==> config.mk <==
export PLATFORM = sky130hd
export DESIGN_NAME = uncache_data_unit_flat
export DESIGN_NICKNAME = d
export VERILOG_FILES = /design/src/rtl/uncache_data_unit_if.sv /design/src/rtl/uncache_data_unit.sv /design/src/flat_wrapper.sv
export SDC_FILE = /design/constraint.sdc
export NUM_CORES = 1
export LEC_CHECK = 0
export BUFFER_PORTS_ARGS = -buffer_cell sky130_fd_sc_hd__buf_2
export CAP_MARGIN = 20
export CORE_AREA = 2 2 119 121
export CTS_CLUSTER_SIZE = 25
export DETAILED_ROUTE_END_ITERATION = 10
export DIE_AREA = 0 0 121 123
export PLACE_DENSITY = 0.67
export SETUP_SLACK_MARGIN = 0.2
export SYNTH_ARGS = -nofsm -noshare
export SYNTH_HDL_FRONTEND = slang
export SYNTH_SLANG_ARGS = --single-unit
==> constraint.sdc <==
create_clock -name clk -period 3.5 [get_ports clk]
set_input_delay 0.7 -clock clk [delete_from_list [all_inputs] [get_ports clk]]
set_output_delay 0.7 -clock clk [all_outputs]
set_load 0.1 [all_outputs]
==> src/rtl/uncache_data_unit_if.sv <==
// Mem-stage request/response signals and the single-beat bus used by the uncached data path.
// Handshakes: a request holds its fields stable until accepted (req_valid/addr_ok, rd_req/rd_rdy, wr_req/wr_rdy); data_ok, ret_valid and wr_done are one-cycle pulses.
interface uncache_data_unit_if #(
    parameter int ADDR_WIDTH = 32,
    parameter int DATA_WIDTH = 32
);
    logic                  req_valid;
    logic                  req_we;
    logic [1:0]            req_size;
    logic [ADDR_WIDTH-1:0] req_paddr;
    logic [3:0]            req_wstrb;
    logic [DATA_WIDTH-1:0] req_wdata;
    logic                  flush;
    logic                  addr_ok;
    logic                  data_ok;
    logic [DATA_WIDTH-1:0] rdata;
    logic                  busy;

    logic                  rd_req;
    logic [1:0]            rd_size;
    logic [ADDR_WIDTH-1:0] rd_addr;
    logic                  rd_rdy;
    logic                  ret_valid;
    logic [DATA_WIDTH-1:0] ret_data;
    logic                  wr_req;
    logic [ADDR_WIDTH-1:0] wr_addr;
    logic [1:0]            wr_size;
    logic [3:0]            wr_strb;
    logic [DATA_WIDTH-1:0] wr_data;
    logic                  wr_rdy;
    logic                  wr_done;

    modport slave (
        input  req_valid, req_we, req_size, req_paddr, req_wstrb, req_wdata, flush,
        output addr_ok, data_ok, rdata, busy,
        output rd_req, rd_size, rd_addr,
        input  rd_rdy, ret_valid, ret_data,
        output wr_req, wr_addr, wr_size, wr_strb, wr_data,
        input  wr_rdy, wr_done
    );

    modport master (
        output req_valid, req_we, req_size, req_paddr, req_wstrb, req_wdata, flush,
        input  addr_ok, data_ok, rdata, busy,
        input  rd_req, rd_size, rd_addr,
        output rd_rdy, ret_valid, ret_data,
        input  wr_req, wr_addr, wr_size, wr_strb, wr_data,
        output wr_rdy, wr_done
    );
endinterface

==> src/rtl/uncache_data_unit.sv <==
// Uncached load/store responder: one mem-stage request at a time, run as a single-beat bus
// transaction, answered with a data_ok pulse. o_state exposes the FSM (IDLE reads as 0).
module uncache_data_unit #(
    parameter int ADDR_WIDTH = 32,
    parameter int DATA_WIDTH = 32
) (
    input  logic                clk,
    input  logic                rst,
    uncache_data_unit_if.slave  io_bus,
    output logic [2:0]          o_state
);
    typedef enum logic [2:0] {
        S_IDLE    = 3'd0,
        S_RD_REQ  = 3'd1,
        S_RD_WAIT = 3'd2,
        S_WR_REQ  = 3'd3,
        S_WR_WAIT = 3'd4,
        S_RESP    = 3'd5
    } state_t;

    state_t                r_state;
    logic                  r_drop;
    logic [1:0]            r_size;
    logic [ADDR_WIDTH-1:0] r_addr;
    logic [3:0]            r_strb;
    logic [DATA_WIDTH-1:0] r_data;
    logic [DATA_WIDTH-1:0] r_rdata;
    logic                  w_accept;

    assign w_accept = (r_state == S_IDLE) && io_bus.req_valid && !io_bus.flush;

    always_ff @(posedge clk or posedge rst) begin
        if (rst) begin
            r_state <= S_IDLE;
            r_drop  <= 1'b0;
            r_size  <= '0;
            r_addr  <= '0;
            r_strb  <= '0;
            r_data  <= '0;
            r_rdata <= '0;
        end else begin
            // A flush never aborts the bus side; it only marks the response for discard.
            if (io_bus.flush && (r_state != S_IDLE)) begin
                r_drop <= 1'b1;
            end
            case (r_state)
                S_IDLE: begin
                    if (w_accept) begin
                        r_size  <= io_bus.req_size;
                        r_addr  <= io_bus.req_paddr;
                        r_strb  <= io_bus.req_wstrb;
                        r_data  <= io_bus.req_wdata;
                        r_state <= io_bus.req_we ? S_WR_REQ : S_RD_REQ;
                    end
                end
                S_RD_REQ: begin
                    if (io_bus.rd_rdy) r_state <= S_RD_WAIT;
                end
                S_RD_WAIT: begin
                    if (io_bus.ret_valid) begin
                        r_rdata <= io_bus.ret_data;
                        r_state <= S_RESP;
                    end
                end
                S_WR_REQ: begin
                    if (io_bus.wr_rdy) r_state <= S_WR_WAIT;
                end
                S_WR_WAIT: begin
                    if (io_bus.wr_done) begin
                        r_rdata <= '0;
                        r_state <= S_RESP;
                    end
                end
                S_RESP: begin
                    r_drop  <= 1'b0;
                    r_state <= S_IDLE;
                end
                default: r_state <= S_IDLE;
            endcase
        end
    end

    assign io_bus.addr_ok = w_accept;
    assign io_bus.data_ok = (r_state == S_RESP) && !r_drop && !io_bus.flush;
    assign io_bus.rdata   = r_rdata;
    assign io_bus.busy    = (r_state != S_IDLE);
    assign io_bus.rd_req  = (r_state == S_RD_REQ);
    assign io_bus.rd_size = r_size;
    assign io_bus.rd_addr = r_addr;
    assign io_bus.wr_req  = (r_state == S_WR_REQ);
    assign io_bus.wr_addr = r_addr;
    assign io_bus.wr_size = r_size;
    assign io_bus.wr_strb = r_strb;
    assign io_bus.wr_data = r_data;
    assign o_state        = r_state;
endmodule
==> src/flat_wrapper.sv <==
// flat-port wrapper written by rule: the top's interface ports become plain ports
module uncache_data_unit_flat 
#(
    parameter int ADDR_WIDTH = 32,
    parameter int DATA_WIDTH = 32
)
  (clk, rst, o_state, io_bus_req_valid, io_bus_req_we, io_bus_req_size, io_bus_req_paddr, io_bus_req_wstrb, io_bus_req_wdata, io_bus_flush, io_bus_addr_ok, io_bus_data_ok, io_bus_rdata, io_bus_busy, io_bus_rd_req, io_bus_rd_size, io_bus_rd_addr, io_bus_rd_rdy, io_bus_ret_valid, io_bus_ret_data, io_bus_wr_req, io_bus_wr_addr, io_bus_wr_size, io_bus_wr_strb, io_bus_wr_data, io_bus_wr_rdy, io_bus_wr_done);
  uncache_data_unit_if #(.ADDR_WIDTH(ADDR_WIDTH), .DATA_WIDTH(DATA_WIDTH)) io_bus_i ();
  input  logic clk;
  input  logic rst;
  output logic [2:0] o_state;
  input wire logic [$bits(io_bus_i.req_valid)-1:0] io_bus_req_valid;
  input wire logic [$bits(io_bus_i.req_we)-1:0] io_bus_req_we;
  input wire logic [$bits(io_bus_i.req_size)-1:0] io_bus_req_size;
  input wire logic [$bits(io_bus_i.req_paddr)-1:0] io_bus_req_paddr;
  input wire logic [$bits(io_bus_i.req_wstrb)-1:0] io_bus_req_wstrb;
  input wire logic [$bits(io_bus_i.req_wdata)-1:0] io_bus_req_wdata;
  input wire logic [$bits(io_bus_i.flush)-1:0] io_bus_flush;
  output wire logic [$bits(io_bus_i.addr_ok)-1:0] io_bus_addr_ok;
  output wire logic [$bits(io_bus_i.data_ok)-1:0] io_bus_data_ok;
  output wire logic [$bits(io_bus_i.rdata)-1:0] io_bus_rdata;
  output wire logic [$bits(io_bus_i.busy)-1:0] io_bus_busy;
  output wire logic [$bits(io_bus_i.rd_req)-1:0] io_bus_rd_req;
  output wire logic [$bits(io_bus_i.rd_size)-1:0] io_bus_rd_size;
  output wire logic [$bits(io_bus_i.rd_addr)-1:0] io_bus_rd_addr;
  input wire logic [$bits(io_bus_i.rd_rdy)-1:0] io_bus_rd_rdy;
  input wire logic [$bits(io_bus_i.ret_valid)-1:0] io_bus_ret_valid;
  input wire logic [$bits(io_bus_i.ret_data)-1:0] io_bus_ret_data;
  output wire logic [$bits(io_bus_i.wr_req)-1:0] io_bus_wr_req;
  output wire logic [$bits(io_bus_i.wr_addr)-1:0] io_bus_wr_addr;
  output wire logic [$bits(io_bus_i.wr_size)-1:0] io_bus_wr_size;
  output wire logic [$bits(io_bus_i.wr_strb)-1:0] io_bus_wr_strb;
  output wire logic [$bits(io_bus_i.wr_data)-1:0] io_bus_wr_data;
  input wire logic [$bits(io_bus_i.wr_rdy)-1:0] io_bus_wr_rdy;
  input wire logic [$bits(io_bus_i.wr_done)-1:0] io_bus_wr_done;
  assign io_bus_i.req_valid = io_bus_req_valid;
  assign io_bus_i.req_we = io_bus_req_we;
  assign io_bus_i.req_size = io_bus_req_size;
  assign io_bus_i.req_paddr = io_bus_req_paddr;
  assign io_bus_i.req_wstrb = io_bus_req_wstrb;
  assign io_bus_i.req_wdata = io_bus_req_wdata;
  assign io_bus_i.flush = io_bus_flush;
  assign io_bus_addr_ok = io_bus_i.addr_ok;
  assign io_bus_data_ok = io_bus_i.data_ok;
  assign io_bus_rdata = io_bus_i.rdata;
  assign io_bus_busy = io_bus_i.busy;
  assign io_bus_rd_req = io_bus_i.rd_req;
  assign io_bus_rd_size = io_bus_i.rd_size;
  assign io_bus_rd_addr = io_bus_i.rd_addr;
  assign io_bus_i.rd_rdy = io_bus_rd_rdy;
  assign io_bus_i.ret_valid = io_bus_ret_valid;
  assign io_bus_i.ret_data = io_bus_ret_data;
  assign io_bus_wr_req = io_bus_i.wr_req;
  assign io_bus_wr_addr = io_bus_i.wr_addr;
  assign io_bus_wr_size = io_bus_i.wr_size;
  assign io_bus_wr_strb = io_bus_i.wr_strb;
  assign io_bus_wr_data = io_bus_i.wr_data;
  assign io_bus_i.wr_rdy = io_bus_wr_rdy;
  assign io_bus_i.wr_done = io_bus_wr_done;
  uncache_data_unit #(.ADDR_WIDTH(ADDR_WIDTH), .DATA_WIDTH(DATA_WIDTH)) u_core (.clk(clk), .rst(rst), .io_bus(io_bus_i), .o_state(o_state));
endmodule
After elaboration in Yosys (flattened, before gate mapping). Cells that the tools add are included.

Equal/unequal tests: 10. Multiplexer cells: 12. Reductions and logical operators: 14.

Operators by type and width (number): $mux W32 (2); $pmux W32 S2 (1); $mux W3 (5); $pmux W3 S5 (1); $eq A3 B2 Y1 const B (2); $eq A3 B3 Y1 const B (2); $ne A2 B2 Y1 const B (3); $logic_and A1 B1 Y1 (5); $reduce_and A5 Y1 (1); $ne A2 B1 Y1 const B (2); $reduce_bool A2 Y1 (2); $eq A3 B1 Y1 const B (1); $logic_not A3 Y1 (1); $reduce_and A3 Y1 (1); $reduce_bool A3 Y1 (1); $logic_not A1 Y1 (2); $mux W1 (2); $mux W2 (1); $reduce_and A2 Y1 (1).

Register bits: 106. Bits of input ports: 111. Output and inout port bits: 144. Logic and storage cells: 43.

Logic depth before layout (Yosys ltp).
Depth in word-level cells: 5. Mapped depth: 6.

Worst setup path before layout. Ideal clock, no wire load.

Kind: register -> output. From: register u_core.r_state[2] (netlist: u_core.o_state[2]). To: output port io_bus_data_ok. Arrival time: 4211 ps. Data required time: 2800 ps. Path slack: -1411 ps. Stages on the path, launching flop included: 4. Path buffers: 1. Cells stage by stage: dfrtp_1 > clkbuf_1 > nand2_1 > nor4_1.

Longest elaborated chain between the ends: 3.

Ends and longest elaborated chain: from (decl) (RTL line uncache_data_unit.sv:21) `state_t r_state;`; from (signal assigned) (RTL line uncache_data_unit.sv:53) `r_state <= io_bus.req_we ? S_WR_REQ : S_RD_REQ;`; $eq A3 B3 Y1 (RTL line uncache_data_unit.sv:84) `assign io_bus.data_ok = (r_state == S_RESP) && !r_drop && !io_bus.flush;`; $logic_and A1 B1 Y1 (2 in a row) (RTL line uncache_data_unit.sv:84); to (decl) (RTL line flat_wrapper.sv:20) `output wire logic [$bits(io_bus_i.data_ok)-1:0] io_bus_data_ok;`.

Every way passes these cells.

Final worst setup path.
From: register u_core.r_state[2] (netlist: u_core.o_state[2]). To: output port io_bus_addr_ok.

Longest elaborated chain between the ends: 3.

Ends and longest elaborated chain: $logic_not A3 Y1 (RTL line uncache_data_unit.sv:30) `assign w_accept = (r_state == S_IDLE) && io_bus.req_valid && !io_bus.flush;`; $logic_and A1 B1 Y1 (2 in a row) (RTL line uncache_data_unit.sv:30); to (decl) (RTL line flat_wrapper.sv:19) `output wire logic [$bits(io_bus_i.addr_ok)-1:0] io_bus_addr_ok;`.

Every way passes these cells.

==> flow_summary.toml <==
[run_status]
outcome = "completed"

[synth]
synth_async_sr_flop_share_pct = 100
synth_common_cells = "dfrtp_1 (106), mux2_4 (69), buf_4 (34)"
syn_area_per_cell_um2 = 15.9
synth_top_area_share_pct = 57.1
synth.distinct_cells = 27
synth_top_cell_by_area = "dfrtp_1"
synth_flop_cell = "dfrtp_1"
synth.most_common_cell = "dfrtp_1"
postSynthRegisterBits = 106
netlist_top_cells_area = "dfrtp_1 (57%), mux2_4 (22%), a22o_1 (6.0%)"
ys_warn_count = 0
synth_fp_nets = 404
ys_seq_area_share_pct = 57.1
synthCells = 293
synth-edff-count = 0
syn_area_um2 = 4650

[die]
num_rows = 43
die_area_um2 = 14900
die_w_um = 121
ios = 255
core_area_um2 = 13600
die_h_um = 123
initial_utilization_pct = 34.1

[detailed_routing]
drtIter0Drc = 132
wire_per_inst_um = 15.1
drc = 0
drtPass1Iterations = 4
viasPerCell = 4.52
totalWireLength_mm = 10.5
dr_total_vias = 3145
final_antenna_net_count = 0

[placement]
dp_cells = 681
detailed_place_hpwl_mm = 7.86
numPortBuffers = 254
placed_area_um2 = 5790
gp_congestion = 0.737
pre_cts_slack_ns = 1.20

[sta]
setup_viol = 0
hold_ws_ns = 0.498
worstMarginPinSlew_ns = 0.859
worst_slack_ns = 0.859
fin_crit_sh_pct = 75.5
rsz0062_at_grt = "false"
clock_skew_ns = 0.00794
max_slew_margin_pct = 42.6
max_freq_mhz = 379
period_minus_slack_ns = 2.64
finalMaxSlewViolations = 0
hold_viol = 0

[run]
drv_cap = 0

[final_layout]
syn2layout_area_growth_pct = 30.2
fin_cells = 696
n_antenna_cell = 0
multi_input_area_um2 = 1540
final_nets = 623
n_fill_cell = 1251
drive_above_1_share_pct = 68.2
final_area_um2 = 6050
seqCellArea_um2 = 2650

[global_route]
grtUsageMet1_pct = 17.2
gr-total-overflow = 0
grtUsageMet2_pct = 21.9
track_usage_pct = 13.7
grt_max_degree = 54
grt_pass1_vias = 3165
grtUsageMet3_pct = 4.29
antenna_found_initial = 0
grt_busiest_layer = "met2"
grt_pass1_wl_mm = 15.9

[worst_setup_path]
r2r_start = "u_core.o_state[2]$_DFFE_PP0P_"
crit_path_end_kind = "primary output"
slowest_stage = "dfrtp_1"
cp_data_arrival_time_ns = 1.94
cp_max_fo = 15
startpoint_type = "register"
path_cells = "or3_4 > nand3b_4 > clkinvlp_4 > buf_12"
cp.required_ns = 2.80
crit_type = "reg2out"
r2r_cells = 4
cp-startpoint = "u_core.o_state[2]$_DFFE_PP0P_"
cp-endpoint = "io_bus_addr_ok"
max_stage_delay_ns = 0.56
r2r-end = "u_core.io_bus.rd_addr[27]$_DFFE_PP0P_"
r2r_slack_ns = 1.33

[clock_tree]
cts_root_buf = "clkbuf_16"
clock_sinks = 106
clkLatencyLatePin_ns = 0.34
cts_resized = 0
cts_made_buffers = 9
clkTransAtPathRegs_ns = 0.07
clk_path_buf_depth = 2
htreeDepth = 3
post-cts-setup-buffers = 0
cts_hold_buf = 0
cts_tree = "built"

[min_path]
hold_class = "reg2reg"
cell families (layout without fill, tap and decap cells):
logic type / count (synthesis) / in the layout / synth area share [%]
compound gates: 40 / 40 / 7.19
buf+inv: 57 / 280 / 10.4
flops: 106 / 106 / 57.1
mux: 71 / 71 / 22.8
simple gates: 19 / 19 / 2.61
metal layers:
metal	share of wire (%)	wire length [µm]
met1	41	4320
met2	49	5170
met3	8.4	882
met4	1.6	166
met5	0	0
worst min path at each step:
stage / from / slack [ns] / end / cells past startpoint
CTS: u_core.io_bus.rdata[14]$_DFFE_PP0P_ / 0.50 / u_core.io_bus.rdata[14]$_DFFE_PP0P_ / 1
detailed placement: u_core.io_bus.rdata[3]$_DFFE_PP0P_ / 0.48 / u_core.io_bus.rdata[3]$_DFFE_PP0P_ / 1
floorplan: u_core.r_drop$_DFFE_PP0P_ / 0.50 / u_core.r_drop$_DFFE_PP0P_ / 2
finish: u_core.io_bus.rdata[3]$_DFFE_PP0P_ / 0.50 / u_core.io_bus.rdata[3]$_DFFE_PP0P_ / 1
global placement: u_core.io_bus.rdata[22]$_DFFE_PP0P_ / 0.48 / u_core.io_bus.rdata[22]$_DFFE_PP0P_ / 1
global route: u_core.io_bus.rdata[24]$_DFFE_PP0P_ / 0.51 / u_core.io_bus.rdata[24]$_DFFE_PP0P_ / 1
layout by cell type, fill, tap and decap left out, drive strengths merged, types with 2 or more instances in the layout:
master,Yosys,routed
clkbuf,7,11
a22o,32,32
inv,5,4
buf,45,260
or3,2,2
clkinvlp,0,4
nor4,2,2
nand2,4,4
dfrtp,106,106
a21oi,2,2
nor3,2,2
mux2,71,71
nor2,4,4
o21ai,2,2
state kept, by name, summed over array words and instances (netlist names):
signal	cells
u_core.io_bus.wr_strb	4
u_core.o_state	3
u_core.io_bus.rd_size	2
u_core.io_bus.rd_addr	32
u_core.io_bus.rdata	32
u_core.r_drop	1
u_core.io_bus.wr_data	32
stage by stage:
step                      util [%]  setup TNS [ns]
after CTS                     44.5               0
after floorplan                  -           -1.33
after global routing          44.5               0
after detailed placement      42.5               0
final                         44.5               0
after global placement        42.5               0
critical path: cells and delay by family (launching register included):
kind,cells,cell delay [ns]
and+or+nand+nor,2,0.72
DFF,1,0.56
buffers and inverters,2,0.31
final cells by class:
| cell class | instances | share of cell area, % |
|---|---|---|
| clock buffers | 11 | 3.85 |
| clock inverters | 4 | 0.476 |
| inverters | 5 | 0.434 |
| multi-input cells | 130 | 25.5 |
| flip-flops and latches | 106 | 43.8 |
| well taps | 180 | 3.72 |
| repair buffers | 260 | 22.2 |
Power is left out: the tool's default activity adds up to more than one toggle a clock period on the data nets, which glitch-free logic cannot reach.
